`src/rtl/meas_sched_pkg.sv`:
```
// rtl/meas_sched_pkg.sv - shared state encoding and averaging depth for meas_sched
package meas_sched_pkg;

   localparam int AVG_DEPTH = 4;

   typedef enum logic [2:0] {
      IDLE,
      MEAS_START,
      MEAS_WAIT,
      CONV_START,
      CONV_WAIT,
      DISP_WAIT,
      WAIT_PERIOD
   } t_meas_sched_state;

endpackage

```
`src/rtl/meas_avg.sv`:
```
// rtl/meas_avg.sv - 4-deep running average of one sensor channel
// avg_o already reflects a sample being pushed this cycle, so the caller can use it immediately.
module meas_avg
   import meas_sched_pkg::*;
#(
   parameter int DATA_BITS = 8
) (
   input  logic                 clk_i,
   input  logic                 resetn_i,
   input  logic                 push_i,
   input  logic [DATA_BITS-1:0] din_i,
   output logic [DATA_BITS-1:0] avg_o
);

   localparam int SW = DATA_BITS + 2;
   localparam int SH = $clog2(AVG_DEPTH);

   logic [DATA_BITS-1:0] win_q [AVG_DEPTH];
   logic [SW-1:0]        sum_q;
   logic [SW-1:0]        sum_d;
   logic                 primed_q;

   // First sample after reset fills the whole window so the average starts at that value.
   always_comb begin
      sum_d = sum_q;
      if (push_i) begin
         if (primed_q) begin
            sum_d = sum_q - SW'(win_q[AVG_DEPTH-1]) + SW'(din_i);
         end else begin
            sum_d = SW'(din_i) << SH;
         end
      end
   end

   assign avg_o = DATA_BITS'(sum_d >> SH);

   always_ff @(posedge clk_i) begin
      if (!resetn_i) begin
         primed_q <= 1'b0;
         sum_q    <= '0;
         for (int i = 0; i < AVG_DEPTH; i++) begin
            win_q[i] <= '0;
         end
      end else if (push_i) begin
         primed_q <= 1'b1;
         sum_q    <= sum_d;
         for (int i = 0; i < AVG_DEPTH; i++) begin
            if (!primed_q || i == 0) begin
               win_q[i] <= din_i;
            end else begin
               win_q[i] <= win_q[i-1];
            end
         end
      end
   end

endmodule

```
`src/rtl/meas_sched.sv`:
```
// rtl/meas_sched.sv - sensor -> BCD -> LED display measurement scheduler
// Define MEAS_SCHED_AVG_EN to display 4-sample averages instead of raw sensor words.
module meas_sched
   import meas_sched_pkg::*;
#(
   parameter int MAIN_CLK       = 27_000_000,
   parameter int UPDATE_HZ      = 2,
   parameter int TIMEOUT_CYCLES = 2_700_000,
   parameter int DATA_BITS      = 8
) (
   input  logic                 in_clk,
   input  logic                 in_rst,
   input  logic                 in_enable,
   input  logic                 in_pause,
   input  logic                 in_sel_humid,
   input  logic                 in_show_hex,
   output logic                 out_meas_start,
   input  logic                 in_meas_done,
   input  logic                 in_meas_err,
   input  logic [DATA_BITS-1:0] in_temp,
   input  logic [DATA_BITS-1:0] in_humid,
   output logic                 out_conv_start,
   output logic [DATA_BITS-1:0] out_conv_num,
   input  logic                 in_conv_finished,
   input  logic [31:0]          in_conv_bcd,
   input  logic                 in_disp_ready,
   output logic                 out_disp_update,
   output logic [31:0]          out_disp_data,
   output logic                 out_busy,
   output logic                 out_error,
   output logic [7:0]           out_err_count
);

   localparam int PERIOD = MAIN_CLK / UPDATE_HZ;
   localparam int PW     = $clog2(PERIOD + 1);
   localparam int TW     = $clog2(TIMEOUT_CYCLES + 1);
   localparam logic [PW-1:0] PERIOD_MAX  = PW'(PERIOD - 1);
   localparam logic [TW-1:0] TIMEOUT_MAX = TW'(TIMEOUT_CYCLES - 1);

   t_meas_sched_state    state_q;
   logic [PW-1:0]        period_q;
   logic [TW-1:0]        timeout_q;
   logic                 meas_start_q;
   logic                 conv_start_q;
   logic [DATA_BITS-1:0] conv_num_q;
   logic                 disp_update_q;
   logic [31:0]          disp_data_q;
   logic                 error_q;
   logic [7:0]           err_count_q;

   logic                 meas_ok;
   logic                 fail;
   logic [DATA_BITS-1:0] temp_word;
   logic [DATA_BITS-1:0] humid_word;
   logic [DATA_BITS-1:0] sel_word;

   assign meas_ok = (state_q == MEAS_WAIT) && in_meas_done && !in_meas_err;

   // A sensor answer in the last timeout cycle still counts as an answer.
   assign fail = ((state_q == MEAS_WAIT) &&
                  (in_meas_done ? in_meas_err : (timeout_q == TIMEOUT_MAX))) ||
                 ((state_q == CONV_WAIT) && !in_conv_finished && (timeout_q == TIMEOUT_MAX));

`ifdef MEAS_SCHED_AVG_EN
   meas_avg #(.DATA_BITS(DATA_BITS)) u_avg_temp (
      .clk_i    (in_clk),
      .resetn_i (in_rst),
      .push_i   (meas_ok),
      .din_i    (in_temp),
      .avg_o    (temp_word)
   );

   meas_avg #(.DATA_BITS(DATA_BITS)) u_avg_humid (
      .clk_i    (in_clk),
      .resetn_i (in_rst),
      .push_i   (meas_ok),
      .din_i    (in_humid),
      .avg_o    (humid_word)
   );
`else
   logic [DATA_BITS-1:0] temp_q;
   logic [DATA_BITS-1:0] humid_q;

   always_ff @(posedge in_clk) begin
      if (!in_rst) begin
         temp_q  <= '0;
         humid_q <= '0;
      end else if (meas_ok) begin
         temp_q  <= in_temp;
         humid_q <= in_humid;
      end
   end

   assign temp_word  = meas_ok ? in_temp  : temp_q;
   assign humid_word = meas_ok ? in_humid : humid_q;
`endif

   assign sel_word = in_sel_humid ? humid_word : temp_word;

   always_ff @(posedge in_clk) begin
      if (!in_rst) begin
         state_q       <= IDLE;
         period_q      <= '0;
         timeout_q     <= '0;
         meas_start_q  <= 1'b0;
         conv_start_q  <= 1'b0;
         conv_num_q    <= '0;
         disp_update_q <= 1'b0;
         disp_data_q   <= '0;
         error_q       <= 1'b0;
         err_count_q   <= '0;
      end else begin
         meas_start_q  <= 1'b0;
         conv_start_q  <= 1'b0;
         disp_update_q <= 1'b0;

         if (period_q != PERIOD_MAX) begin
            period_q <= period_q + PW'(1);
         end
         if (state_q == MEAS_WAIT || state_q == CONV_WAIT) begin
            timeout_q <= timeout_q + TW'(1);
         end else begin
            timeout_q <= '0;
         end

         if (fail) begin
            error_q <= 1'b1;
            if (err_count_q != 8'hFF) begin
               err_count_q <= err_count_q + 8'd1;
            end
         end

         // The period counter restarts on entry so MEAS_START sees count 0.
         case (state_q)
            IDLE: begin
               if (in_enable) begin
                  state_q      <= MEAS_START;
                  meas_start_q <= 1'b1;
                  period_q     <= '0;
               end
            end
            MEAS_START: state_q <= MEAS_WAIT;
            MEAS_WAIT: begin
               if (meas_ok) begin
                  if (in_show_hex) begin
                     disp_data_q <= 32'(sel_word);
                     state_q     <= DISP_WAIT;
                  end else begin
                     state_q <= CONV_START;
                  end
               end else if (fail) begin
                  state_q <= WAIT_PERIOD;
               end
            end
            CONV_START: begin
               conv_num_q   <= sel_word;
               conv_start_q <= 1'b1;
               state_q      <= CONV_WAIT;
            end
            CONV_WAIT: begin
               if (in_conv_finished) begin
                  disp_data_q <= in_conv_bcd;
                  state_q     <= DISP_WAIT;
               end else if (fail) begin
                  state_q <= WAIT_PERIOD;
               end
            end
            DISP_WAIT: begin
               if (in_disp_ready) begin
                  disp_update_q <= 1'b1;
                  error_q       <= 1'b0;
                  state_q       <= WAIT_PERIOD;
               end
            end
            WAIT_PERIOD: begin
               if (!in_enable) begin
                  state_q <= IDLE;
               end else if (!in_pause && period_q == PERIOD_MAX) begin
                  state_q      <= MEAS_START;
                  meas_start_q <= 1'b1;
                  period_q     <= '0;
               end
            end
            default: state_q <= IDLE;
         endcase
      end
   end

   assign out_meas_start  = meas_start_q;
   assign out_conv_start  = conv_start_q;
   assign out_conv_num    = conv_num_q;
   assign out_disp_update = disp_update_q;
   assign out_disp_data   = disp_data_q;
   assign out_busy        = (state_q != IDLE) && (state_q != WAIT_PERIOD);
   assign out_error       = error_q;
   assign out_err_count   = err_count_q;

endmodule

```
`config.mk`:
```
export PLATFORM = sky130hd
export DESIGN_NAME = meas_sched
export DESIGN_NICKNAME = d
export VERILOG_FILES = /design/src/rtl/meas_sched_pkg.sv /design/src/rtl/meas_avg.sv /design/src/rtl/meas_sched.sv
export SDC_FILE = /design/constraint.sdc
export NUM_CORES = 1
export LEC_CHECK = 0
export CAP_MARGIN = 20
export CORE_MARGIN = 8
export CORE_UTILIZATION = 55
export CTS_CLUSTER_SIZE = 20
export DETAILED_ROUTE_END_ITERATION = 6
export HOLD_SLACK_MARGIN = 0.1
export PLACE_DENSITY = 0.87
export SYNTH_ARGS = -nofsm -noshare
export SYNTH_HDL_FRONTEND = slang
export SYNTH_HIERARCHICAL = 1
export SYNTH_SLANG_ARGS = --single-unit
```
`constraint.sdc`:
```
create_clock -name in_clk -period 5.59 [get_ports in_clk]
set_input_delay 0.8385 -clock in_clk [delete_from_list [all_inputs] [get_ports in_clk]]
set_output_delay 0.8385 -clock in_clk [all_outputs]
set_load 0.03 [all_outputs]
```
==> results of run 1 <==
-- area by class of cell --
type / count / share of cell area, %
inverter: 3 / 0.160
tap: 129 / 2.30
clock inverter: 15 / 2.76
sequential: 117 / 33.3
clock buffer: 17 / 5.89
timing repair buffer: 115 / 16.4
multi-input combinational: 433 / 39.2
-- state kept, by name (all words and copies together), names as in the netlist --
signal           count
humid_q              8
out_conv_num         8
out_conv_start       1
out_disp_data       32
out_disp_update      1
out_err_count        8
out_error            1
out_meas_start       1
period_q            24
state_q              3
temp_q               8
timeout_q           22
-- layout by cell type (no fill, tap or decap), drive strengths merged, types with 11 or more instances in the layout --
cell and count:
and3 11, mux2i 23, nand2b 11, nand4 13, nor2 96, xnor2 21
dfxtp 117, clkdlybuf4s50 110, a21oi 18, xor2 20, nand2 63, nand3 30
a22oi 24, clkbuf 17
-- kinds of logic after synthesis --
kind of cell / share of synthesized area, %
simple gates: 25.8
flops: 44.4
compound gates: 11.0
xor+xnor: 6.81
buf+inv: 3.40
mux: 7.86
fa+ha+maj: 0.712
-- how the worst max path moves through the flow --
stage,depth (start not counted),from,to,slack (ps)
after floorplan,6,in_meas_err,out_disp_data[6],3090
after detailed placement,6,in_meas_done,out_disp_data[4],2040
after global placement,6,in_meas_done,out_disp_data[4],2140
after CTS,5,period_q[17],period_q[8],2380
after global routing,3,state_q[2],out_busy,2290
final,3,state_q[2],out_busy,2410
-- per-layer routing --
metal / global-route usage (%) / routed length [µm]
met5: 0 / 0
met1: 25.7 / 6000
met4: 10.1 / 418
met2: 39.0 / 7440
met3: 8.03 / 1250
-- worst reg2reg max path, delay by kind of cell (launching register included) --
family / cells / cell delay [ps]
AO/OA/AOI/OAI: 1 / 470
buffers and inverters: 1 / 260
flip-flops: 1 / 380
AND/OR/NAND/NOR: 4 / 1580
-- cells in the mapped netlist (7+ instances only) --
cell type	n	area share, %
a21oi_1	18	1.7
a22oi_1	24	3.4
a31oi_1	8	0.95
and3_1	11	1.3
clkbuf_1	24	1.7
dfxtp_1	117	44
mux2i_1	23	4.4
mux4_2	7	3.0
nand2_1	62	4.4
nand2b_1	11	1.3
nand3_1	30	2.8
nand4_1	13	1.5
nor2_1	96	6.8
nor3_1	9	0.85
o21ai_0	10	0.95
xnor2_1	21	3.5
xor2_1	20	3.3
-- through the flow --
stage | total power, µW | util (%) | setup WS [ps] | cells | cell area [µm²]
global placement | 1000 | 68.9 | 2140 | 795 | 6390
finish | 2110 | 75.7 | 2410 | 829 | 7030
global route | 2160 | 75.7 | 2290 | 829 | 7030
CTS | 2110 | 75.4 | 2380 | 827 | 7000
detailed placement | 1000 | 68.9 | 2040 | 795 | 6390
floorplan | 936 | - | 3090 | 587 | 5270
-- power by group --
group | switching [µW] | internal [µW]
Clock | 424 | 690
Combinational | 68.2 | 68.3
Sequential | 12.2 | 843
==> reports/results.txt, run 1 <==
PD cells: 300 nW/µm²
Max incr delay on CP: 690 ps
Crit. End Element: output port
Largest net degree at the start of global routing: 43
Clk_skew: 12.5 ps
CTS sink cnt: 117
Crit Reg-Reg Endpoint: period_q[22]
Final hold viol count: 0
Std-Cell Rows: 35
Starting Density: 56.8%
Slew HR: 34.9%
Synthesized flop and latch total: 117
Max-slew violations: 0
Fraction of registers with async set/reset: 0%
RSZ-0062 raised after global routing: no
Worst path bufs/invs: 1
Deepest clock path buffer count: 2
Final setup fails: 0
Nets: 748
Vias in the first global route: 4,739
Die X: 114 µm
Seq/Total Area, Yosys: 44.4%
Max Cap Violations: 0
Pre-antenna DRT Iters: 6
Crit Path Class: flip-flop to output port
Worst R2R Setup Slack: 2790 ps
DRT iter0 DRCs: 403
Required @ worst endpoint: 4750 ps
Cell area after synthesis: 5270 µm²
Clock buffer count from CTS: 17
Post-CTS Resized: 0
CP cell instances: nor2b_1 -> or3_1 -> clkdlybuf4s50_1
Hold_ws: 459 ps
WP data arrival: 2340 ps
Status: finished clean
Die ar.: 13,000 µm²
Largest delay share family, worst path: buffers and inverters
Post-synth cell types: 58
Tcrit/Tclk final: 56.8%
First-pass GRT wire length: 23,800 µm
Layout fillers: 630
Max VDD drop: 208 µV
Ys Warns: 6
Hold path depth: 2
Die Span Y: 114 µm
Hold Crit Start: out_conv_num[5]
Proportion of layout cells with a drive suffix above 1: 7.86%
Critical Path Start Type: flip-flop
Core ar.: 9280 µm²
Worst Hold End: out_conv_num[5]
Remaining DRCs: 0
Diode count: 0
Vias per inst: 5.84
EDFF count, synth: 0
Post-DP HPWL: 10,000 µm
Pleak: 0.00241 µW
GR Overflow Total: 0
Post-synthesis net count: 648
# IOs: 111
Drt wl/cell: 18.2 µm
Detailed-route wire length: 15,100 µm
Clock Latency Late Sink: 520 ps
Number of buffers added on ports: 110
Worst slew pin tran: 973 ps
Area grow syn2layout: 33.4%
TritonCTS clock tree: yes
Syn avg cell area: 8.98 µm²
Setup TNS: 0 ps
Final ANT Viol Nets: 0
Register Area: 2340 µm²
DR vias: 4,843
Number of antenna violations at the first check in global routing: 0
Reg2reg path depth: 6
Top FF cell, synth: dfxtp_1
Hold-fix buffers, CTS: 0
Critical path fanouts, max: 14
Min-Delay Path Class: flip-flop to flip-flop
RR Startpoint: period_q[17]
H-tree Lvls: 4
Clk pin slew, worst setup/hold paths: 60 ps
Min Tclk post-route: 3180 ps
CP max-delay cell: clkdlybuf4s50_1
Synth Instances: 587
Footprint of the multi-input gates: 2760 µm²
Tot GR Track Use: 23.0%
Max Fclk: 315 MHz
Post-CTS Repair Setup Buffers: 0
Clk root buf: clkbuf_8
GPL Wtd Cong: 0.867
Note: power is estimated with default switching activity, not from simulation.
==> inputs of run 2 (changes only) <==
Settings changed: CORE_UTILIZATION 55 to 46, PLACE_DENSITY 0.87 to 0.78.
Clock period 5.59 ns to 2.85 ns, I/O delays scaled along.
==> reports/results.txt, run 2 (synthesis gave the netlist of run 1 again) <==
Status: finished clean
Setup TNS: 0 ps
Final hold viol count: 0
Reg2reg path depth: 5
Max-slew violations: 0
Largest net degree at the start of global routing: 42
Number of buffers added on ports: 110
Max incr delay on CP: 610 ps
TritonCTS clock tree: yes
Switch share: 22.2%
Final setup fails: 0
Max Fclk: 399 MHz
Clk_skew: 6.24 ps
Clk root buf: clkbuf_16
Pre-antenna DRT Iters: 7
Vias per inst: 5.56
Starting Density: 46.6%
Number of antenna violations at the first check in global routing: 0
Diode count: 0
Area grow syn2layout: 34.6%
Vias in the first global route: 4,902
Proportion of layout cells with a drive suffix above 1: 8.89%
Min-Delay Path Class: flip-flop to flip-flop
NetSw: 892 µW
Hold_ws: 455 ps
Die Span Y: 123 µm
Post-CTS Resized: 0
Required @ worst endpoint: 2420 ps
Nets: 757
Remaining DRCs: 0
Crit Path Class: flip-flop to output port
Max Cap Violations: 0
Worst R2R Setup Slack: 580 ps
Critical Path Start Type: flip-flop
Max VDD drop: 564 µV
Worst Setup EP: out_busy
Hold-fix buffers, CTS: 0
Final core occ: 62.6%
Int Pwr: 3120 µW
Max reg flops: 32
Flop pwr share: 41.5%
Crit Reg-Reg Endpoint: out_err_count[1]
Comb power frac: 6.9%
PD cells: 566 nW/µm²
Min Tclk post-route: 2500 ps
Core ar.: 11,300 µm²
DRT iter0 DRCs: 295
Post-CTS Repair Setup Buffers: 0
RR Startpoint: timeout_q[16]
Clock power share: 51.5%
Commonest non-fill, non-tap cell in the layout: dfxtp_1
WP data arrival: 2080 ps
DR vias: 4,738
Drt wl/cell: 16.5 µm
Tot GR Track Use: 19.2%
Clock buffer count from CTS: 17
Deepest clock path buffer count: 2
Final ANT Viol Nets: 0
CP cell instances: buf_4 -> nor2b_1 -> or3_1 -> clkdlybuf4s50_1
Tcrit/Tclk final: 87.8%
CP max-delay cell: clkdlybuf4s50_1
RSZ-0062 raised after global routing: no
Slew HR: 39.6%
Clock Latency Late Sink: 410 ps
Post-DP HPWL: 10,200 µm
Die X: 123 µm
CTS sink cnt: 117
Clk pin slew, worst setup/hold paths: 60 ps
Critical path fanouts, max: 12
GPL Wtd Cong: 0.848
# IOs: 111
Critical path startpoint: state_q[1]
First-pass GRT wire length: 23,300 µm
Std-Cell Rows: 39
Die ar.: 15,100 µm²
GR Overflow Total: 0
Commonest non-fill, non-tap cells in the layout: dfxtp_1, clkdlybuf4s50_1, nor2_1
Pleak: 0.00246 µW
Worst slew pin tran: 905 ps
H-tree Lvls: 4
Crit. End Element: output port
Detailed-route wire length: 14,100 µm
-- run 2: per-layer routing --
layer | GRT usage, % | part of all wire [%] | up-vias
li1 | - | - | 2301
met1 | 20.8 | 40 | 2243
met2 | 31.6 | 48 | 164
met3 | 9.22 | 9.6 | 30
met4 | 8.43 | 2.2 | 0
met5 | 0 | 0 | -
-- run 2: layout make-up --
class                      count  area (µm²)
sequential                   117        2340
multi-input combinational    433        2760
tap                          143         179
fill                         904        4230
timing repair buffer         124        1220
inverter                       3        11.3
clock inverter                12         129
clock buffer                  20         457
-- run 2: critical path: cells and delay by family, from the launching register on --
kind / cells / cell delay, ps
buffers and inverters: 2 / 800
flip-flops: 1 / 350
AND/OR/NAND/NOR: 2 / 520
-- run 2: power by group through the flow --
stage | Clock, µW | Sequential [µW] | Combinational (µW)
final | 2070 | 1670 | 278
after CTS | 2100 | 1670 | 278
after detailed placement | 0 | 1700 | 276
after global placement | 0 | 1700 | 270
after floorplan | 0 | 1720 | 119
after global routing | 2180 | 1670 | 300
-- run 2: worst min path at each step --
| stage | from | to | slack [ps] | cells past startpoint |
|---|---|---|---|---|
| floorplan | timeout_q[0] | timeout_q[0] | 430 | 1 |
| global placement | timeout_q[0] | timeout_q[0] | 440 | 1 |
| detailed placement | out_conv_num[3] | out_conv_num[3] | 450 | 2 |
| CTS | out_conv_num[5] | out_conv_num[5] | 460 | 2 |
| global route | out_conv_num[4] | out_conv_num[4] | 480 | 2 |
| finish | out_conv_num[5] | out_conv_num[5] | 450 | 2 |
-- run 2: through the flow --
step | total power (µW) | setup slack, ps | area, µm² | instances
after floorplan | 1840 | 708 | 5270 | 587
after global placement | 1970 | 206 | 6510 | 820
after detailed placement | 1980 | 123 | 6510 | 820
after CTS | 4040 | 335 | 7090 | 852
after global routing | 4150 | 272 | 7090 | 852
final | 4010 | 347 | 7090 | 852
